--- config.mk ---
export PLATFORM = sky130hd
export DESIGN_NAME = player_input_flat
export DESIGN_NICKNAME = d
export VERILOG_FILES = /design/src/rtl/game_pkg.sv /design/src/rtl/player_input_if.sv /design/src/rtl/debounce.sv /design/src/rtl/player_input.sv /design/src/flat_wrapper.sv
export SDC_FILE = /design/constraint.sdc
export NUM_CORES = 1
export LEC_CHECK = 0
export BUFFER_PORTS_ARGS = -buffer_cell sky130_fd_sc_hd__buf_2
export CORE_ASPECT_RATIO = 1.1
export CORE_MARGIN = 2
export CORE_UTILIZATION = 55
export DETAILED_ROUTE_END_ITERATION = 10
export GPL_ROUTABILITY_DRIVEN = 0
export GPL_TIMING_DRIVEN = 1
export PLACE_DENSITY = 0.8
export SETUP_SLACK_MARGIN = 0.02
export SYNTH_ARGS = -nofsm -noshare
export SYNTH_HDL_FRONTEND = slang
export SYNTH_HIERARCHICAL = 1
export SYNTH_SLANG_ARGS = --single-unit
--- constraint.sdc ---
create_clock -name clk_in -period 4.3 [get_ports clk_in]
set_clock_uncertainty 0.2 [all_clocks]
set_input_delay 0.86 -clock clk_in [delete_from_list [all_inputs] [get_ports clk_in]]
set_output_delay 0.86 -clock clk_in [all_outputs]
set_load 0.01 [all_outputs]
--- src/rtl/game_pkg.sv ---
// game_pkg -- constants shared by the game-side RTL.
//   BTN_* : bit positions inside the 6-bit button vector
//           {carry, chop, down, up, right, left}.
//   DEBOUNCE_DEFAULT / REPEAT_DEFAULT : default timing parameters.
//   cnt_width() : counter width able to hold n-1, never narrower than 1 bit.
package game_pkg;

  localparam int unsigned NUM_BTN   = 6;
  localparam int unsigned BTN_LEFT  = 0;
  localparam int unsigned BTN_RIGHT = 1;
  localparam int unsigned BTN_UP    = 2;
  localparam int unsigned BTN_DOWN  = 3;
  localparam int unsigned BTN_CHOP  = 4;
  localparam int unsigned BTN_CARRY = 5;

  // 10 ms at 65 MHz
  localparam int unsigned DEBOUNCE_DEFAULT = 650000;
  localparam int unsigned REPEAT_DEFAULT   = 15;

  function automatic int unsigned cnt_width(input int unsigned n);
    return (n > 1) ? $clog2(n) : 1;
  endfunction

endpackage

--- src/rtl/player_input_if.sv ---
// player_input_if -- frame marker, raw buttons and conditioned player inputs.
//   vsync_in   : frame marker (rising edge = frame boundary)
//   btn_in     : raw buttons {carry, chop, down, up, right, left}
//   left/right/up/down : frame-stable direction levels
//   chop/carry : one-frame press pulses
//   frame_tick : one-cycle pulse after each vsync_in rising edge
// master drives vsync_in/btn_in; slave (player_input) drives the rest.
interface player_input_if;

  logic       vsync_in;
  logic [5:0] btn_in;
  logic       left;
  logic       right;
  logic       up;
  logic       down;
  logic       chop;
  logic       carry;
  logic       frame_tick;

  modport master (
    output vsync_in, btn_in,
    input  left, right, up, down, chop, carry, frame_tick
  );

  modport slave (
    input  vsync_in, btn_in,
    output left, right, up, down, chop, carry, frame_tick
  );

endinterface

--- src/rtl/debounce.sv ---
// debounce -- 2-FF synchronizer followed by a stability counter.
//   clk_in    : system clock
//   reset_n   : asynchronous active-low reset
//   noisy_in  : raw asynchronous input
//   clean_out : debounced level; follows the synced input only after it has
//               differed from clean_out for DEBOUNCE_CYCLES consecutive cycles
module debounce
  import game_pkg::*;
#(
  parameter int unsigned DEBOUNCE_CYCLES = DEBOUNCE_DEFAULT
) (
  input  logic clk_in,
  input  logic reset_n,
  input  logic noisy_in,
  output logic clean_out
);

  localparam int unsigned   CW       = cnt_width(DEBOUNCE_CYCLES);
  localparam logic [CW-1:0] CNT_LAST = CW'(DEBOUNCE_CYCLES - 1);

  logic          sync1;
  logic          sync2;
  logic [CW-1:0] cnt;

  always_ff @(posedge clk_in or negedge reset_n) begin
    if (!reset_n) begin
      sync1     <= 1'b0;
      sync2     <= 1'b0;
      cnt       <= '0;
      clean_out <= 1'b0;
    end else begin
      sync1 <= noisy_in;
      sync2 <= sync1;
      if (sync2 == clean_out) begin
        cnt <= '0;
      end else if (cnt == CNT_LAST) begin
        clean_out <= sync2;
        cnt       <= '0;
      end else begin
        cnt <= cnt + 1'b1;
      end
    end
  end

endmodule

--- src/rtl/player_input.sv ---
// player_input -- button conditioning for the vsync-clocked game logic.
//   clk_in  : system pixel clock
//   reset_n : asynchronous active-low reset
//   bus     : player_input_if.slave (vsync_in, btn_in in; conditioned
//             directions, chop/carry pulses and frame_tick out)
// Buttons are synchronized and debounced per bit; outputs only change on the
// cycle after a vsync_in rising edge. Directions are levels with opposing
// pairs masked to 0; chop/carry are one-frame pulses from pending flags.
// Build option: PLAYER_INPUT_REPEAT_EN adds chop auto-repeat every
// REPEAT_FRAMES frames while chop is held.
module player_input
  import game_pkg::*;
#(
  parameter int unsigned DEBOUNCE_CYCLES = DEBOUNCE_DEFAULT,
  parameter int unsigned REPEAT_FRAMES   = REPEAT_DEFAULT
) (
  input  logic           clk_in,
  input  logic           reset_n,
  player_input_if.slave  bus
);

  logic [NUM_BTN-1:0] clean;
  logic               chop_d;
  logic               carry_d;
  logic               vsync_d;
  logic               frame_edge;
  logic               press_chop;
  logic               press_carry;
  logic               pend_chop;
  logic               pend_carry;
  logic               rpt_fire;

  for (genvar i = 0; i < NUM_BTN; i++) begin : g_btn
    debounce #(
      .DEBOUNCE_CYCLES (DEBOUNCE_CYCLES)
    ) u_debounce (
      .clk_in    (clk_in),
      .reset_n   (reset_n),
      .noisy_in  (bus.btn_in[i]),
      .clean_out (clean[i])
    );
  end

  assign frame_edge  = bus.vsync_in & ~vsync_d;
  assign press_chop  = clean[BTN_CHOP]  & ~chop_d;
  assign press_carry = clean[BTN_CARRY] & ~carry_d;

`ifdef PLAYER_INPUT_REPEAT_EN
  localparam int unsigned   RW       = cnt_width(REPEAT_FRAMES);
  localparam logic [RW-1:0] RPT_LAST = RW'(REPEAT_FRAMES - 1);

  logic [RW-1:0] rpt_cnt;

  // The press frame itself advances the count, so the re-arm lands on the
  // boundary before frame REPEAT_FRAMES and chop pulses in that frame.
  assign rpt_fire = frame_edge & clean[BTN_CHOP] & (rpt_cnt == RPT_LAST);

  always_ff @(posedge clk_in or negedge reset_n) begin
    if (!reset_n) begin
      rpt_cnt <= '0;
    end else if (!clean[BTN_CHOP] || press_chop) begin
      rpt_cnt <= '0;
    end else if (frame_edge) begin
      rpt_cnt <= (rpt_cnt == RPT_LAST) ? '0 : rpt_cnt + 1'b1;
    end
  end
`else
  // REPEAT_FRAMES has no effect in this build; it is kept in the parameter
  // list so both builds instantiate identically.
  assign rpt_fire = 1'b0 && (REPEAT_FRAMES != 0);
`endif

  always_ff @(posedge clk_in or negedge reset_n) begin
    if (!reset_n) begin
      vsync_d        <= 1'b0;
      chop_d         <= 1'b0;
      carry_d        <= 1'b0;
      pend_chop      <= 1'b0;
      pend_carry     <= 1'b0;
      bus.frame_tick <= 1'b0;
      bus.left       <= 1'b0;
      bus.right      <= 1'b0;
      bus.up         <= 1'b0;
      bus.down       <= 1'b0;
      bus.chop       <= 1'b0;
      bus.carry      <= 1'b0;
    end else begin
      vsync_d        <= bus.vsync_in;
      chop_d         <= clean[BTN_CHOP];
      carry_d        <= clean[BTN_CARRY];
      bus.frame_tick <= frame_edge;

      // Outputs load on the same edge that raises frame_tick.
      if (frame_edge) begin
        bus.left  <= clean[BTN_LEFT]  & ~clean[BTN_RIGHT];
        bus.right <= clean[BTN_RIGHT] & ~clean[BTN_LEFT];
        bus.up    <= clean[BTN_UP]    & ~clean[BTN_DOWN];
        bus.down  <= clean[BTN_DOWN]  & ~clean[BTN_UP];
        bus.chop  <= pend_chop;
        bus.carry <= pend_carry;
      end

      // A new press wins over the boundary clear, deferring it one frame.
      pend_chop  <= press_chop | rpt_fire | (pend_chop & ~frame_edge);
      pend_carry <= press_carry | (pend_carry & ~frame_edge);
    end
  end

endmodule

--- src/flat_wrapper.sv ---
// flat-port wrapper written by rule: the top's interface ports become plain ports
module player_input_flat import game_pkg::*;
#(
  parameter int unsigned DEBOUNCE_CYCLES = DEBOUNCE_DEFAULT,
  parameter int unsigned REPEAT_FRAMES   = REPEAT_DEFAULT
)
  (clk_in, reset_n, bus_vsync_in, bus_btn_in, bus_left, bus_right, bus_up, bus_down, bus_chop, bus_carry, bus_frame_tick);
  player_input_if bus_i ();
  input  logic clk_in;
  input  logic reset_n;
  input wire logic [$bits(bus_i.vsync_in)-1:0] bus_vsync_in;
  input wire logic [$bits(bus_i.btn_in)-1:0] bus_btn_in;
  output wire logic [$bits(bus_i.left)-1:0] bus_left;
  output wire logic [$bits(bus_i.right)-1:0] bus_right;
  output wire logic [$bits(bus_i.up)-1:0] bus_up;
  output wire logic [$bits(bus_i.down)-1:0] bus_down;
  output wire logic [$bits(bus_i.chop)-1:0] bus_chop;
  output wire logic [$bits(bus_i.carry)-1:0] bus_carry;
  output wire logic [$bits(bus_i.frame_tick)-1:0] bus_frame_tick;
  assign bus_i.vsync_in = bus_vsync_in;
  assign bus_i.btn_in = bus_btn_in;
  assign bus_left = bus_i.left;
  assign bus_right = bus_i.right;
  assign bus_up = bus_i.up;
  assign bus_down = bus_i.down;
  assign bus_chop = bus_i.chop;
  assign bus_carry = bus_i.carry;
  assign bus_frame_tick = bus_i.frame_tick;
  player_input #(.DEBOUNCE_CYCLES(DEBOUNCE_CYCLES), .REPEAT_FRAMES(REPEAT_FRAMES)) u_core (.clk_in(clk_in), .reset_n(reset_n), .bus(bus_i));
endmodule
==> results of run 1 <==
where the power goes:
group          switching, µW  leakage, µW  internal [µW]  total [µW]
combinational           63.4     0.000991           27.0        90.4
clock                    560     0.000293            940        1500
sequential              15.2      0.00205           1430        1450
total                    639      0.00333           2400        3040
logic make-up after synthesis:
kind of cell | count (synthesis) | share of synthesized area
buffers and inverters | 41 | 0.0290
XOR/XNOR | 82 | 0.0980
multiplexers | 12 | 0.0215
adder cells (fa/ha/maj) | 6 | 0.0102
AND/OR/NAND/NOR | 340 | 0.256
flip-flops | 150 | 0.512
AO/OA/AOI/OAI | 66 | 0.0734
layout make-up:
cell class	instances	share of cell area
Timing Repair Buffer	17	0.0119
Clock buffer	20	0.0563
Inverter	23	0.0106
Clock inverter	12	0.0185
Tap cell	161	0.0248
Sequential cell	150	0.463
Multi-Input combinational cell	506	0.415
layout by cell type, fill, tap and decap left out, types with 14 or more instances in the layout:
master / count
o21ai_0: 16
xor2_1: 29
inv_1: 23
xnor2_1: 53
dfrtp_1: 150
nor2_1: 109
and4_1: 20
nor4_1: 23
and3_1: 21
nand2_1: 37
nand3_1: 31
nand4_1: 36
buf_2: 14
nor3_1: 20
a21oi_1: 22
clkbuf_16: 17
registers in the layout, summed over array words and instances (netlist names), 6 cells and up:
name and count:
u_core/g_btn.u_debounce/clean_out 6, u_core/g_btn.u_debounce/sync1 6, u_core/g_btn.u_debounce/cnt 120, u_core/g_btn.u_debounce/sync2 6
worst max-delay path: stages, from the launching register on:
cell     delay (ns)
dfrtp_1        0.45
nor4b_1        0.34
nand3_1        0.21
o41ai_4        0.96
nor2_1         0.12
routing by layer:
metal  global-route usage  wire, µm  part of all wire
met5                    0         0                 0
met4                0.102       335             0.024
met3               0.0538       459             0.033
met2                0.358      7070              0.51
met1                0.253      5960              0.43
through the flow:
stage / setup WS (ns) / power [µW] / cells / hold slack, ns
after floorplan: 2.25 / 1520 / 697 / 0.131
after global placement: 1.98 / 1560 / 857 / 0.135
after detailed placement: 1.91 / 1570 / 857 / 0.137
after CTS: 1.88 / 3070 / 889 / 0.146
after global routing: 1.63 / 3150 / 889 / 0.144
final: 1.86 / 3040 / 889 / 0.148
worst max-delay path by stage:
stage,end,slack (ns),cells after the start
2_1_floorplan,u_core/g_btn[2].u_debounce/cnt[10],2.25,4
3_3_place_gp,u_core/g_btn[2].u_debounce/cnt[13],1.98,3
3_5_place_dp,u_core/g_btn[0].u_debounce/cnt[15],1.91,5
4_1_cts,u_core/g_btn[3].u_debounce/cnt[15],1.88,5
5_1_grt,u_core/g_btn[2].u_debounce/cnt[6],1.63,4
6_report,u_core/g_btn[2].u_debounce/cnt[14],1.86,4
==> results.toml, run 1 <==
[status]
status = "finished clean"

[clocking]
cts_buffers = 17
clkSinkCount = 150
post_cts_buffers = 0
cts_tree = "built"
htreeDepth = 4
clockBufferDepth = 2
cts_root_buf = "clkbuf_16"
cts_resized = 0
holdBufCountCts = 0
clkTransAtPathRegs_ns = 0.06
clk_latency_ns = 0.43

[placed_design]
hpwl_um = 9200
io_buffers = 15
place_area_um2 = 7500

[sta]
fin_crit_ns = 2.44
drv_slew = 0
relSlewSlack = 0.328
final-hold-violation-count = 0
fin_tns_setup_ns = 0
rsz0062_at_grt = "no"
final-setup-viol-count = 0
tightestPinTransition_ns = 1.00
max_freq_mhz = 409
period_share = 0.568

[synth]
async_flop_share = 1.00
ys.warnings.count = 6
synthDistinctLibCells = 39
syn_area_per_cell_um2 = 10.5
yosysTopAreaCell = "dfrtp_1"
synth_nets = 712
syn_area_um2 = 7330
synth_edf_count = 0
synth-main-ff-cell = "dfrtp_1"
synth_seq_cells = 150
synthCells = 697
synth_common_cells = "dfrtp_1 (150), nor2_1 (109), xnor2_1 (53), nand2_1 (37), nand4_1 (36)"
ys_top_cells_by_area = "dfrtp_1 (51%), xnor2_1 (6.3%), nor2_1 (5.6%)"
yosysSeqAreaShare = 0.512
yosys.area.top_type_share = 0.512
synth_most_common_cell = "dfrtp_1"

[detailed_routing]
first_iter_violations = 456
drt-vias-per-instance = 5.93
drc = 0
drtAntennaViolNets = 0
dr.pass1.iters = 5
wl_per_cell_um = 15.5
num_vias = 5275
wl_um = 13800

[worst_setup_path]
worst-r2r-cell-count = 4
setup.worst_path.end_class = "flip-flop"
required_ns = 4.37
cp-start-kind = "flip-flop"
path_max_fanout = 19
worstPathArrival_ns = 2.52
path_class = "reg2reg"
critPathLaunch = "u_core/g_btn[2].u_debounce/cnt[10]"
r2r_end = "u_core/g_btn[2].u_debounce/cnt[14]"
reg2reg_setup_slack_ns = 1.86
r2r_start = "u_core/g_btn[2].u_debounce/cnt[10]"

[worst_hold_path]
holdCritStartpoint = "u_core/g_btn[4].u_debounce/sync1"
hold_depth = 0
worstHoldEndpoint = "u_core/g_btn[4].u_debounce/sync2"
hold_class = "reg2reg"

[layout]
diodes = 0
area_growth_pct = 10.6
multi_input_area_um2 = 3370
nNetsFinal = 730
nFillCells = 1026
drive_gt1_frac = 0.122
seq_area_um2 = 3750
final_cell_area_um2 = 8110
final_util = 0.619

[flow_run]
max_cap_violations = 0

[floorplanning]
pin_count = 16
dieWidth_um = 114
start_util = 0.560
design.die.area_um2 = 14300
chipHeight_um = 125
num_rows = 44
core_um2 = 13100

[grt]
grt_pass1_vias = 5465
grt_util_all_layers = 0.212
gr-total-overflow = 0
grt_pass1_wl_um = 24500
antenna_found_initial = 0
grt_start_max_net_pins = 101

[power_and_ir_drop]
power_density_nw_per_um2 = 375
leakagePower_uw = 0.00333
vdd_drop_max_uv = 315
Power figures use the tool's default switching activity.
==> inputs of run 2 (changes only) <==
==> constraint.sdc (replaced) <==
create_clock -name clk_in -period 2.5 [get_ports clk_in]
set_clock_uncertainty 0.2 [all_clocks]
set_input_delay 0.5 -clock clk_in [delete_from_list [all_inputs] [get_ports clk_in]]
set_output_delay 0.5 -clock clk_in [all_outputs]
set_load 0.01 [all_outputs]
==> results.toml, run 2 (synthesis gave the netlist of run 1 again) <==
[detailed_routing]
drc = 0
dr.pass1.iters = 6
num_vias = 5357
drtAntennaViolNets = 0
wl_per_cell_um = 15.4
first_iter_violations = 395
drt-vias-per-instance = 5.90
wl_um = 14000

[worst_setup_path]
worstPathArrival_ns = 2.35
cp-start-kind = "flip-flop"
worst-r2r-cell-count = 5
critPathLaunch = "u_core/g_btn[2].u_debounce/cnt[0]"
r2r_start = "u_core/g_btn[2].u_debounce/cnt[0]"
reg2reg_setup_slack_ns = 0.30
r2r_end = "u_core/g_btn[2].u_debounce/cnt[18]"
path_max_fanout = 5
crit_end = "u_core/g_btn[2].u_debounce/cnt[18]"
required_ns = 2.65
path_class = "reg2reg"
setup.worst_path.end_class = "flip-flop"

[flow_run]
max_cap_violations = 0

[power_and_ir_drop]
seqPwrFrac = 0.456
vdd_drop_max_uv = 671
p_switching_uw = 1120
p_comb_frac = 0.034
power_density_nw_per_um2 = 654
intPower_uw = 4340
p_clk_frac = 0.510
switching_share = 0.205
leakagePower_uw = 0.00345

[sta]
relSlewSlack = 0.553
max_freq_mhz = 455
final-setup-viol-count = 0
final-hold-violation-count = 0
drv_slew = 0
tightestPinTransition_ns = 0.664
fin_crit_ns = 2.20
rsz0062_at_grt = "no"
period_share = 0.879
fin_tns_setup_ns = 0

[layout]
mostFrequentLayoutCells = "dfrtp_1 (150), nor2_1 (109), xnor2_1 (53), nand2_1 (37), nand4_1 (36)"
area_growth_pct = 13.9
final_util = 0.637
multi_input_area_um2 = 3370
largest_reg_flops = 120
regMostFlops = "u_core/g_btn.u_debounce/cnt"
drive_gt1_frac = 0.135
nFillCells = 1011
nNetsFinal = 749
diodes = 0
seq_area_um2 = 3750
mostFrequentLayoutCell = "dfrtp_1"
final_cell_area_um2 = 8350

[clocking]
cts_resized = 0
clk_latency_ns = 0.43
clkSinkCount = 150
post_cts_buffers = 0
cts_tree = "built"
clkTransAtPathRegs_ns = 0.06
cts_root_buf = "clkbuf_16"
clockBufferDepth = 2
cts_buffers = 17
holdBufCountCts = 8
htreeDepth = 4

[grt]
grt_pass1_vias = 5475
antenna_found_initial = 0
grt_start_max_net_pins = 46
gr-total-overflow = 0
grt_util_all_layers = 0.214
grt_pass1_wl_um = 24700

[floorplanning]
pin_count = 16
dieWidth_um = 114
num_rows = 44
core_um2 = 13100
start_util = 0.560
chipHeight_um = 125
design.die.area_um2 = 14300

[status]
status = "finished clean"

[worst_hold_path]
hold_class = "reg2reg"

[placed_design]
place_area_um2 = 7610
hpwl_um = 9480
io_buffers = 15
## run 2: cell count changes in the layout (fill, tap and decap cells not counted), sizes merged
cell	change
buf	+11
bufinv	+1
clkbuf	+2
clkinv	-3
dlygate4sd3	+8
## run 2: area by class of cell
| type | instances | area share |
|---|---|---|
| repair buffers | 36 | 0.0340 |
| well taps | 161 | 0.0241 |
| inverters | 23 | 0.0103 |
| clock buffers | 22 | 0.0592 |
| clock inverters | 10 | 0.0198 |
| flip-flops and latches | 150 | 0.450 |
| multi-input cells | 506 | 0.403 |
## run 2: power by group through the flow
stage	clock, µW	sequential, µW	combinational, µW
floorplan	0	2530	92.8
global placement	0	2530	170
CTS	2840	2490	188
finish	2790	2490	184
global route	2940	2490	214
detailed placement	0	2530	177
## run 2: worst max-delay path: stages (launching register included)
cell     delay [ns]
dfrtp_1        0.39
ha_1           0.23
nand4_1        0.24
or2_2          0.39
or4_1          0.50
a21oi_1        0.16
## run 2: worst min-delay path by stage
stage,start,to,slack (ns),cells after the start
final,u_core/g_btn[3].u_debounce/sync1,u_core/g_btn[3].u_debounce/sync2,0.15,0
after CTS,u_core/g_btn[5].u_debounce/sync1,u_core/g_btn[5].u_debounce/sync2,0.15,0
after global routing,u_core/g_btn[4].u_debounce/sync1,u_core/g_btn[4].u_debounce/sync2,0.16,0
after floorplan,reset_n,u_core/bus.carry,0.004,0
after global placement,u_core/g_btn[2].u_debounce/sync1,u_core/g_btn[2].u_debounce/sync2,0.13,0
after detailed placement,u_core/g_btn[1].u_debounce/sync1,u_core/g_btn[1].u_debounce/sync2,0.14,0
## run 2: metal layers
layer	vias up	track usage	part of all wire
li1	2563	-	-
met3	31	0.0480	0.031
met2	113	0.348	0.50
met1	2650	0.266	0.44
met5	-	0	0
met4	0	0.112	0.023
## run 2: per-stage QoR
stage | worst slack, ns | hold WS (ns) | std cells | total power [µW]
after global routing | 0.149 | 0.159 | 908 | 5640
after CTS | 0.311 | 0.152 | 908 | 5520
after global placement | 0.437 | 0.135 | 868 | 2700
after floorplan | 0.449 | 0.00441 | 697 | 2620
final | 0.302 | 0.153 | 908 | 5460
after detailed placement | 0.368 | 0.138 | 868 | 2710
